File: src/rtl/instruction_fetch_unit.sv
//============================================================================
// Module      : instruction_fetch_unit
// Description : PC register plus request/ready fetch FSM feeding the core.
//               Optional macro MISALIGN_TRAP_EN redirects misaligned next-PC
//               values to TRAP_VECTOR and raises a sticky misaligned flag.
// Revision    : 1.0 - initial release
//============================================================================
`default_nettype none

module instruction_fetch_unit #(
   parameter logic [31:0] RESET_PC    = 32'h0000_0000,
   parameter int unsigned TIMEOUT_CYC = 16,
   parameter logic [31:0] TRAP_VECTOR = 32'h0000_0100
) (
   input  logic        clk,
   input  logic        rst,
   input  logic [1:0]  pc_src_i,
   input  logic [31:0] branch_target_i,
   input  logic [31:0] jalr_target_i,
   input  logic        advance_i,
   output logic        imem_req_o,
   output logic [31:0] imem_addr_o,
   input  logic        imem_ready_i,
   input  logic [31:0] imem_rdata_i,
   output logic [31:0] instr_o,
   output logic        instr_valid_o,
   output logic [31:0] pc_o,
   output logic [31:0] pc_plus4_o,
   output logic        imem_timeout_o,
   output logic        misaligned_o
);

   localparam int unsigned CNT_W = (TIMEOUT_CYC > 1) ? $clog2(TIMEOUT_CYC) : 1;
   localparam logic [CNT_W-1:0] CNT_MAX = CNT_W'((TIMEOUT_CYC > 0) ? TIMEOUT_CYC - 1 : 0);

   localparam logic [1:0] ST_IDLE  = 2'd0;
   localparam logic [1:0] ST_FETCH = 2'd1;
   localparam logic [1:0] ST_VALID = 2'd2;

   logic [1:0]       state_q, state_d;
   logic [31:0]      pc_q, pc_d;
   logic [31:0]      instr_q, instr_d;
   logic             valid_q, valid_d;
   logic [CNT_W-1:0] cnt_q, cnt_d;
   logic             timeout_q, timeout_d;

   logic             w_in_fetch;
   logic             w_fetch_done;
   logic             w_commit;
   logic [31:0]      w_pc_plus4;
   logic [31:0]      w_next_pc;
   logic [31:0]      w_pc_load;
   logic [CNT_W:0]   w_cnt_inc;
   logic             w_expire;
   logic             w_unused;

   assign w_in_fetch   = (state_q == ST_FETCH);
   assign w_fetch_done = w_in_fetch && imem_ready_i;
   assign w_commit     = (state_q == ST_VALID) && advance_i;
   assign w_pc_plus4   = pc_q + 32'd4;

   // Counter value after this stalled cycle; expiry when it hits the limit.
   assign w_cnt_inc = {1'b0, cnt_q} + {{CNT_W{1'b0}}, 1'b1};
   assign w_expire  = (w_cnt_inc >= {1'b0, CNT_MAX});

   //------------------------------------------------------------------------
   // FSM: state register
   //------------------------------------------------------------------------
   always_ff @(posedge clk) begin
      if (rst) begin
         state_q <= ST_IDLE;
      end else begin
         state_q <= state_d;
      end
   end

   //------------------------------------------------------------------------
   // FSM: next state
   //------------------------------------------------------------------------
   always_comb begin
      state_d = state_q;
      case (state_q)
         ST_IDLE:  state_d = ST_FETCH;
         ST_FETCH: if (imem_ready_i) state_d = ST_VALID;
         ST_VALID: if (advance_i)    state_d = ST_FETCH;
         default:  state_d = ST_IDLE;
      endcase
   end

   //------------------------------------------------------------------------
   // FSM: outputs
   //------------------------------------------------------------------------
   always_comb begin
      imem_req_o = 1'b0;
      case (state_q)
         ST_FETCH: imem_req_o = 1'b1;
         default:  imem_req_o = 1'b0;
      endcase
   end

   //------------------------------------------------------------------------
   // Next-PC selection
   //------------------------------------------------------------------------
   always_comb begin
      w_next_pc = w_pc_plus4;
      case (pc_src_i)
         2'b01:   w_next_pc = branch_target_i;
         2'b10:   w_next_pc = {jalr_target_i[31:1], 1'b0};
         default: w_next_pc = w_pc_plus4;
      endcase
   end

`ifdef MISALIGN_TRAP_EN
   logic mis_q, mis_d;
   logic w_misalign;

   assign w_misalign = (w_next_pc[1:0] != 2'b00);
   assign w_pc_load  = w_misalign ? TRAP_VECTOR : w_next_pc;

   always_comb begin
      mis_d = mis_q;
      if (w_commit && w_misalign) begin
         mis_d = 1'b1;
      end
   end

   always_ff @(posedge clk) begin
      if (rst) begin
         mis_q <= 1'b0;
      end else begin
         mis_q <= mis_d;
      end
   end

   assign misaligned_o = mis_q;
   assign w_unused     = jalr_target_i[0];
`else
   // Low address bits are simply dropped when no trap is configured.
   assign w_pc_load    = w_next_pc & ~32'h0000_0003;
   assign misaligned_o = 1'b0;
   assign w_unused     = jalr_target_i[0] ^ (^TRAP_VECTOR);
`endif

   //------------------------------------------------------------------------
   // Datapath next-state
   //------------------------------------------------------------------------
   always_comb begin
      pc_d      = pc_q;
      instr_d   = instr_q;
      valid_d   = valid_q;
      cnt_d     = cnt_q;
      timeout_d = timeout_q;

      if (w_fetch_done) begin
         instr_d = imem_rdata_i;
         valid_d = 1'b1;
         cnt_d   = '0;
      end else if (w_in_fetch) begin
         if (cnt_q != CNT_MAX) begin
            cnt_d = w_cnt_inc[CNT_W-1:0];
         end
         if (w_expire) begin
            timeout_d = 1'b1;
         end
      end

      if (w_commit) begin
         pc_d    = w_pc_load;
         valid_d = 1'b0;
      end
   end

   //------------------------------------------------------------------------
   // Datapath registers
   //------------------------------------------------------------------------
   always_ff @(posedge clk) begin
      if (rst) begin
         pc_q      <= RESET_PC;
         instr_q   <= 32'h0000_0000;
         valid_q   <= 1'b0;
         cnt_q     <= '0;
         timeout_q <= 1'b0;
      end else begin
         pc_q      <= pc_d;
         instr_q   <= instr_d;
         valid_q   <= valid_d;
         cnt_q     <= cnt_d;
         timeout_q <= timeout_d;
      end
   end

   assign imem_addr_o    = pc_q;
   assign instr_o        = instr_q;
   assign instr_valid_o  = valid_q;
   assign pc_o           = pc_q;
   assign pc_plus4_o     = w_pc_plus4;
   assign imem_timeout_o = timeout_q;

endmodule

`default_nettype wire

File: config.mk
export PLATFORM = sky130hd
export DESIGN_NAME = instruction_fetch_unit
export DESIGN_NICKNAME = d
export VERILOG_FILES = /design/src/rtl/instruction_fetch_unit.sv
export SDC_FILE = /design/constraint.sdc
export NUM_CORES = 1
export LEC_CHECK = 0
export BUFFER_PORTS_ARGS = -buffer_cell sky130_fd_sc_hd__buf_2
export CORE_ASPECT_RATIO = 0.8
export CORE_MARGIN = 5
export CORE_UTILIZATION = 50
export CTS_CLUSTER_SIZE = 12
export DETAILED_ROUTE_END_ITERATION = 16
export GPL_TIMING_DRIVEN = 0
export PLACE_DENSITY_LB_ADDON = 0.05
export SLEW_MARGIN = 20
export SYNTH_ARGS = -nofsm -noshare
export SYNTH_HDL_FRONTEND = slang
export SYNTH_SLANG_ARGS = --single-unit
File: constraint.sdc
create_clock -name clk -period 4.2 [get_ports clk]
set_input_delay 0.42 -clock clk [delete_from_list [all_inputs] [get_ports clk]]
set_output_delay 0.42 -clock clk [all_outputs]
set_load 0.01 [all_outputs]
==> impl_metrics.tcl, run 1 <==
set metrics [dict create \
    p_leak_nw 2.83 \
    drive_gt1_share_pct 34.4 \
    hpwl_um 13000 \
    cts-root-buf "clkbuf_8" \
    finalSetupViolCount 0 \
    crit_path_start "imem_addr_o[2]" \
    synth_top_area_cell "dfxtp_1" \
    final_common_cell "buf_2" \
    dp_cells 933 \
    reg2reg_slack_ns 1.75 \
    async_flop_share_pct 0 \
    status "complete, no violations" \
    ys_top_cells_by_area "dfxtp_1, nand2_1, buf_4" \
    antenna_cells 0 \
    path_depth 7 \
    fin_tns_setup_ns 0 \
    crit_type "register to output pin" \
    cpMostUsedCell "nand3_1" \
    cp-start-kind "register" \
    slowest_stage "nor4_2" \
    cp-end-kind "output pin" \
    firstDrtPassIters 5 \
    clk-insertion-delay-late_ns 0.36 \
    cp.arrival_ns 3.06 \
    via_count 5570 \
    cts_setup_buffers 0 \
    syn_area_per_cell_um2 7.54 \
    syn_area_um2 4480 \
    fillers 756 \
    slew_violations 0 \
    wirelength_um 16900 \
    utilization_pct 69.5 \
    peakVddDrop_mv 0.182 \
    hold_path.class "input pin to register" \
    drc 0 \
    overflow 0 \
    clock_path_buffers 2 \
    ys.flop_type "dfxtp_1" \
    synth-edff-count 0 \
    clkTransAtPathRegs_ns 0.09 \
    post-route-period-util_pct 82.9 \
    synth_top_area_share_pct 31.3 \
    track_usage_pct 29.2 \
    rr_startpoint "imem_addr_o[2]" \
    fin_nets 939 \
    finalClockSkew_ns 0.0124 \
    crit_path_max_fanout 10 \
    grt_pass1_wl_um 25500 \
    rsz0062_at_grt "false" \
    routedWlPerCell_um 17.8 \
    tritoncts "yes" \
    regArea_um2 1400 \
    gp_congestion 0.940 \
    path_cells "ha_1 -> nand3_1 -> clkbuf_1 -> nor4_2 -> nand3_1 -> xnor2_1 -> buf_2" \
    slew_headroom_pct 42.3 \
    io_pins 234 \
    finalCriticalPeriod_ns 3.48 \
    synth_seq_cells 70 \
    cts_resized 0 \
    power_density_nw_per_um2 272 \
    die_x_um 116 \
    max_cap_violations 0 \
    cp_top_family "simple AND/OR/NAND/NOR gates" \
    hold_depth 3 \
    cts_made_buffers 9 \
    synth_warnings 0 \
    p_total_mw 1.62 \
    finalNonFillerCells 949 \
    cp.required_ns 3.78 \
    antenna_found_initial 0 \
    multi_input_area_um2 2580 \
    crit_path_max_incr_delay_ns 0.71 \
    fmax_ghz 0.287 \
    place_area_um2 5750 \
    path_buf_inv 2 \
    synth_cells 594 \
    core_um2 8600 \
    critical_path.endpoint "pc_plus4_o[28]" \
    syn_to_final_growth_pct 33.4 \
    initial_core_util_pct 52.1 \
    first_iter_violations 452 \
    cts.sinks 70 \
    design_area_um2 5980 \
    cts_max_level 3 \
    grt_start_max_net_pins 15 \
    r2r-end "imem_addr_o[22]" \
    synth_cell_types 64 \
    die_area_um2 11000 \
    final_cell_mix "buf_2, nand2_1, dfxtp_1" \
    rows 30 \
    grt_pass1_vias 5198 \
    tightest_slew_ns 0.858 \
    die_y_um 94.6 \
    synth-seq-area-share_pct 31.3 \
    r2r_cells 6 \
    drtAntennaViolNets 0 \
    portBuffers 221 \
    hold_viol_final 0 \
    via_per_inst 5.87 \
    hold_buffers 0 \
]
[worst register-to-register path, delay by kind of cell, from the launching register on]
family                   cells  cell delay, ns
adder cells (fa/ha/maj)      1            0.31
buffers and inverters        1            0.33
flip-flops                   1            0.54
AND/OR/NAND/NOR              4            1.21
[stage by stage]
stage / setup WS, ns / hold WS (ns)
after floorplan: 1.87 / 0.481
after global routing: 0.576 / 0.278
after detailed placement: 1.21 / 0.445
final: 0.720 / 0.293
after CTS: 0.796 / 0.288
after global placement: 1.23 / 0.440
[cell type report]
cell class                 count  area share [%]
clock buffer                   9            2.07
tap                          112            2.35
multi-input combinational    431            43.2
buffer                        85            7.77
inverter                      14           0.879
timing repair buffer         221            18.5
sequential                    70            23.5
clock inverter                 7            1.76
[worst min path at each step]
stage               slack, ns        startpoint     endpoint
floorplan                0.48        instr_o[0]   instr_o[0]
global placement         0.44       instr_o[16]  instr_o[16]
detailed placement       0.44       instr_o[16]  instr_o[16]
CTS                      0.29  imem_rdata_i[16]  instr_o[16]
global route             0.28   imem_rdata_i[8]   instr_o[8]
finish                   0.29  imem_rdata_i[16]  instr_o[16]
[layer usage]
metal	GRT usage (%)	vias to the layer above	part of all wire [%]
li1	-	2594	-
met1	37.6	2616	40
met2	48.8	321	47
met3	6.73	39	11
met4	8.99	0	1.9
met5	0	-	0
[report_power, final]
part | switching (mW) | internal (mW) | total, mW | leakage (nW)
logic | 0.162 | 0.111 | 0.273 | 2.15
clock network | 0.307 | 0.344 | 0.651 | 0.112
registers | 0.0165 | 0.684 | 0.700 | 0.568
[registers in the layout, summed over array words and instances (netlist names)]
signal          cells
imem_addr_o        30
instr_o            32
cnt_q               4
instr_valid_o       1
state_q             2
imem_timeout_o      1
[synthesized netlist by cell type, drive strengths merged (2+ instances only)]
cell	instances
a22oi	8
nor2	38
buf	43
clkbuf	42
or2	3
and3b	2
nand4b	7
a21oi	54
a221o	4
nor4	4
a21boi	2
nand2b	5
nand2	85
or3	5
nand3b	3
and3	4
and4	5
xnor2	20
or4	2
a22o	3
nor2b	3
xor2	6
o211a	2
a221oi	24
o31ai	7
dfxtp	70
o22ai	4
nand4	10
ha	5
nor3	32
a21o	2
and2	3
inv	14
o211ai	6
a311oi	2
a31oi	4
nand3	31
nand4bb	2
o311ai	8
o21ai	5
[kinds of logic (layout without fill, tap and decap cells)]
group	after synthesis	after routing	share of synthesized area, %
compound gates	147	147	22.8
xor+xnor	26	26	5.09
fa+ha+maj	5	5	1.40
buf+inv	99	336	11.5
flops	70	70	31.3
other cells	1	7	0.0837
simple gates	246	246	27.8
No activity file was read; power rests on OpenSTA's default activity.
==> inputs of run 2 (changes only) <==
--- a/config.mk
+++ b/config.mk
@@ -8,7 +8,7 @@
 export BUFFER_PORTS_ARGS = -buffer_cell sky130_fd_sc_hd__buf_2
 export CORE_ASPECT_RATIO = 0.8
 export CORE_MARGIN = 5
-export CORE_UTILIZATION = 50
+export CORE_UTILIZATION = 46
 export CTS_CLUSTER_SIZE = 12
 export DETAILED_ROUTE_END_ITERATION = 16
 export GPL_TIMING_DRIVEN = 0
==> constraint.sdc (replaced) <==
create_clock -name clk -period 3.5 [get_ports clk]
set_input_delay 0.35 -clock clk [delete_from_list [all_inputs] [get_ports clk]]
set_output_delay 0.35 -clock clk [all_outputs]
set_load 0.01 [all_outputs]
==> run 2 against run 1 <==
  * Clock skew decreased by 0.0065 ns
  * Wire length down 2.0%
  * Combinational power grew 20%
  * Worst setup slack got worse by 0.33 ns
  * Sequential share of layout area decreased by 0.35 points
  * Global-route usage decreased by 2.6 points
  * Sequential power is 20% higher
  * Flip-flop and latch count unchanged
  * Critical endpoint is now pc_plus4_o[27]
  * Highest routed layer unchanged
==> impl_metrics.tcl, run 2 (synthesis gave the netlist of run 1 again) <==
set metrics [dict create \
    finalCriticalPeriod_ns 3.11 \
    max_cap_violations 0 \
    hold_path.class "input pin to register" \
    pre_cts_slack_ns 0.561 \
    gp_congestion 0.922 \
    comb_power_share_pct 15.6 \
    cts_max_level 3 \
    firstDrtPassIters 5 \
    seqPwrFrac_pct 40.0 \
    post-route-period-util_pct 88.8 \
    cp.arrival_ns 2.76 \
    finalSetupViolCount 0 \
    cp-start-kind "register" \
    tritoncts "yes" \
    cts-root-buf "clkbuf_16" \
    rows 32 \
    swShare_pct 27.4 \
    die_area_um2 11800 \
    fin_nets 939 \
    crit_path_max_fanout 10 \
    met1_length_um 7000 \
    track_usage_pct 26.6 \
    slew_headroom_pct 43.5 \
    rsz0062_at_grt "false" \
    slew_violations 0 \
    antenna_found_initial 0 \
    via_per_inst 5.69 \
    wl_met3_um 1850 \
    crit_type "register to output pin" \
    drtAntennaViolNets 0 \
    power.switching_mw 0.576 \
    fmax_ghz 0.322 \
    utilization_pct 63.4 \
    clock_path_buffers 2 \
    met2_length_um 7430 \
    overflow 0 \
    drive_gt1_share_pct 34.3 \
    io_pins 234 \
    clkTransAtPathRegs_ns 0.06 \
    p_leak_nw 2.87 \
    power.share.clock_pct 44.4 \
    cp-end-kind "output pin" \
    grt_pass1_vias 5006 \
    peakVddDrop_mv 0.194 \
    core_um2 9570 \
    grt_pass1_wl_um 25500 \
    hpwl_um 12900 \
    largest_register_ffs 32 \
    antenna_cells 0 \
    tightest_slew_ns 0.844 \
    hold_depth 3 \
    cts_made_buffers 9 \
    wirelength_um 16600 \
    top_layer_used "met4" \
    die_y_um 98.3 \
    syn_to_final_growth_pct 35.5 \
    r2r_cells 6 \
    routedWlPerCell_um 17.3 \
    first_iter_violations 516 \
    final_common_cell "buf_2" \
    clk-insertion-delay-late_ns 0.33 \
    power_density_nw_per_um2 347 \
    cp.required_ns 3.15 \
    fillers 906 \
    hold_viol_final 0 \
    fin_tns_setup_ns 0 \
    final_cell_mix "buf_2, nand2_1, dfxtp_1" \
    finalClockSkew_ns 0.00592 \
    cts.sinks 70 \
    initial_core_util_pct 46.8 \
    layout_setup_ws_ns 0.391 \
    grt_start_max_net_pins 13 \
    drc 0 \
    internal_power_mw 1.53 \
    die_x_um 120 \
    portBuffers 221 \
    via_count 5444 \
    status "complete, no violations" \
]
-- run 2: cell type report --
| class | instances | area, um^2 | area share (%) |
|---|---|---|---|
| clock buffer | 11 | 243 | 4.00 |
| clock inverter | 5 | 58.8 | 0.969 |
| buffer | 85 | 464 | 7.65 |
| multi-input combinational | 431 | 2590 | 42.7 |
| timing repair buffer | 221 | 1110 | 18.2 |
| tap | 119 | 149 | 2.45 |
| inverter | 14 | 52.6 | 0.866 |
| sequential | 70 | 1400 | 23.1 |
-- run 2: power by group through the flow --
stage,clock (mW),combinational (mW),sequential [mW]
after detailed placement,0,0.322,0.859
after CTS,0.938,0.323,0.841
after global placement,0,0.315,0.857
after global routing,0.973,0.358,0.845
final,0.933,0.328,0.841
after floorplan,0,0.168,0.867
-- run 2: per-stage QoR --
stage          instance area (um^2)  power [mW]  hold WS (ns)  std cells
5_1_grt                        6070        2.18         0.255        956
2_1_floorplan                  4500        1.03         0.481        600
6_report                       6070        2.10         0.251        956
3_3_place_gp                   5760        1.17         0.440        940
3_5_place_dp                   5760        1.18         0.443        940
4_1_cts                        6060        2.10         0.245        956
-- run 2: per-layer routing --
metal / global-route usage [%] / vias to the layer above
met5: 0 / -
met4: 7.06 / 0
met3: 7.87 / 34
met2: 42.8 / 305
met1: 34.9 / 2510
li1: - / 2595
-- run 2: critical path, cell delays in order, from the launching register on --
cell      delay, ns
dfxtp_1        0.50
nand3_1        0.34
clkbuf_1       0.35
nor4_2         0.72
nand3_1        0.20
xnor2_1        0.18
buf_2          0.15
-- run 2: repair_timing --
| action | 4_1_cts | 5_1_grt |
|---|---|---|
| endpoints found under the setup margin | 0 | 2 |
| hold buffers | 0 | 0 |
| gates resized for setup | 0 | 1 |
| setup buffers | 0 | 0 |
-- run 2: path summary, 6_finish.rpt --
| kind | from | end | slack [ns] |
|---|---|---|---|
| max reg2reg | imem_addr_o[2] | imem_addr_o[14] | 1.12 |
| max | imem_addr_o[6] | pc_plus4_o[27] | 0.39 |
| min reg2reg | instr_o[24] | instr_o[24] | 0.45 |
| min | imem_rdata_i[27] | instr_o[27] | 0.25 |
==> inputs of run 3 (changes only) <==
--- a/config.mk
+++ b/config.mk
@@ -6,7 +6,7 @@
 export NUM_CORES = 1
 export LEC_CHECK = 0
 export BUFFER_PORTS_ARGS = -buffer_cell sky130_fd_sc_hd__buf_2
-export CORE_ASPECT_RATIO = 0.8
+export CORE_ASPECT_RATIO = 1.5
 export CORE_MARGIN = 5
 export CORE_UTILIZATION = 46
 export CTS_CLUSTER_SIZE = 12
==> run 3 against run 2 <==
  * Clock power down 9.1%
  * Global-route usage down 1.3 points
  * First-iteration DRC count down 42%
  * Utilization down 0.86 points
  * Die area up 0.24%
  * Flip-flop and latch count unchanged
==> impl_metrics.tcl, run 3 (synthesis gave the netlist of run 1 again) <==
set metrics [dict create \
    cp-end-kind "output pin" \
    rsz0062_at_grt "false" \
    via_count 5351 \
    wirelength_um 15900 \
    cts_made_buffers 9 \
    largest_register_ffs 32 \
    post-route-period-util_pct 92.5 \
    grt_start_max_net_pins 14 \
    hold_path.class "input pin to register" \
    core_um2 9630 \
    regArea_um2 1400 \
    hold_path_end "instr_o[8]" \
    crit_path_max_fanout 10 \
    initial_core_util_pct 46.5 \
    cts.sinks 70 \
    drc 0 \
    r2r-end "imem_addr_o[30]" \
    cts-root-buf "clkbuf_16" \
    finalClockSkew_ns 0.00714 \
    firstDrtPassIters 5 \
    rr_startpoint "imem_addr_o[2]" \
    utilization_pct 62.5 \
    syn_to_final_growth_pct 34.5 \
    fin_tns_setup_ns 0 \
    clk-insertion-delay-late_ns 0.33 \
    power_density_nw_per_um2 334 \
    antenna_found_initial 0 \
    rows 44 \
    antenna_cells 0 \
    hold_viol_final 0 \
    multi_input_area_um2 2580 \
    gp_congestion 0.911 \
    status "complete, no violations" \
    grt_pass1_wl_um 24400 \
    clock_path_buffers 2 \
    hold_depth 3 \
    drtAntennaViolNets 0 \
    track_usage_pct 25.3 \
    reg2reg_slack_ns 1.11 \
    portBuffers 221 \
    cts_resized 0 \
    peakVddDrop_mv 0.322 \
    grt_pass1_vias 5118 \
    overflow 0 \
    hpwl_um 12700 \
    max_cap_violations 0 \
    clkTransAtPathRegs_ns 0.06 \
    fin_nets 939 \
    cp.required_ns 3.15 \
    cts_setup_buffers 0 \
    die_y_um 131 \
    io_pins 234 \
    die_x_um 90.6 \
    drive_gt1_share_pct 34.3 \
    hold_buffers 0 \
    routedWlPerCell_um 16.7 \
    slew_violations 0 \
    tritoncts "yes" \
    slew_headroom_pct 42.0 \
    tightest_slew_ns 0.862 \
    cts_max_level 3 \
    p_leak_nw 2.84 \
    finalCriticalPeriod_ns 3.24 \
    hold_start "imem_rdata_i[8]" \
    r2r_cells 6 \
    final_cell_mix "buf_2, nand2_1, dfxtp_1" \
    die_area_um2 11800 \
    finalSetupViolCount 0 \
    fillers 930 \
    crit_path_start "imem_addr_o[2]" \
    crit_type "register to output pin" \
    cp.arrival_ns 2.89 \
    via_per_inst 5.62 \
    final_common_cell "buf_2" \
    fmax_ghz 0.309 \
    first_iter_violations 300 \
    cp-start-kind "register" \
]
==> run 3: worst max-delay path, stage by stage (launching register included) <==
cell	delay, ns
dfxtp_1	0.50
ha_1	0.28
nand3_1	0.21
clkbuf_1	0.32
nor4_2	0.71
nand2_1	0.14
xnor2_1	0.22
buf_2	0.17
==> run 3: final cells by class <==
class,instances,share of cell area (%)
clock buffer,10,3.80
clock inverter,6,0.748
multi-input combinational,431,42.9
timing repair buffer,221,18.4
inverter,14,0.872
tap,115,2.39
buffer,85,7.71
sequential,70,23.3
==> run 3: power by group <==
group | internal [mW] | leakage [nW] | switching (mW) | total (mW)
Clock | 0.483 | 0.126 | 0.365 | 0.848
Sequential | 0.822 | 0.568 | 0.0195 | 0.841
Combinational | 0.133 | 2.15 | 0.189 | 0.322
Total | 1.44 | 2.84 | 0.574 | 2.01
==> run 3: per-layer routing <==
| layer | vias up | share of wire, % | wire length (um) | global-route usage [%] |
|---|---|---|---|---|
| met4 | 0 | 4.1 | 660 | 15.2 |
| met5 | - | 0 | 0 | 0 |
| met2 | 285 | 51 | 8090 | 45.1 |
| met3 | 50 | 10 | 1640 | 7.45 |
| li1 | 2597 | - | - | - |
| met1 | 2419 | 35 | 5540 | 26.3 |
==> run 3: worst max-delay path by stage <==
stage	end	slack (ns)	cells after the start
2_1_floorplan	pc_plus4_o[28]	1.24	6
3_3_place_gp	pc_plus4_o[22]	0.61	7
3_5_place_dp	pc_plus4_o[28]	0.61	7
4_1_cts	pc_plus4_o[28]	0.27	7
5_1_grt	pc_plus4_o[28]	0.08	7
6_report	pc_plus4_o[22]	0.26	7
==> run 3: per-stage QoR <==
stage	instances	instance area [um^2]	total power, mW	hold WS (ns)	setup slack [ns]
2_1_floorplan	600	4500	1.03	0.481	1.24
3_3_place_gp	936	5750	1.17	0.439	0.607
3_5_place_dp	936	5750	1.18	0.445	0.606
4_1_cts	952	6020	2.02	0.244	0.269
5_1_grt	952	6020	2.09	0.255	0.0805
6_report	952	6020	2.01	0.252	0.263
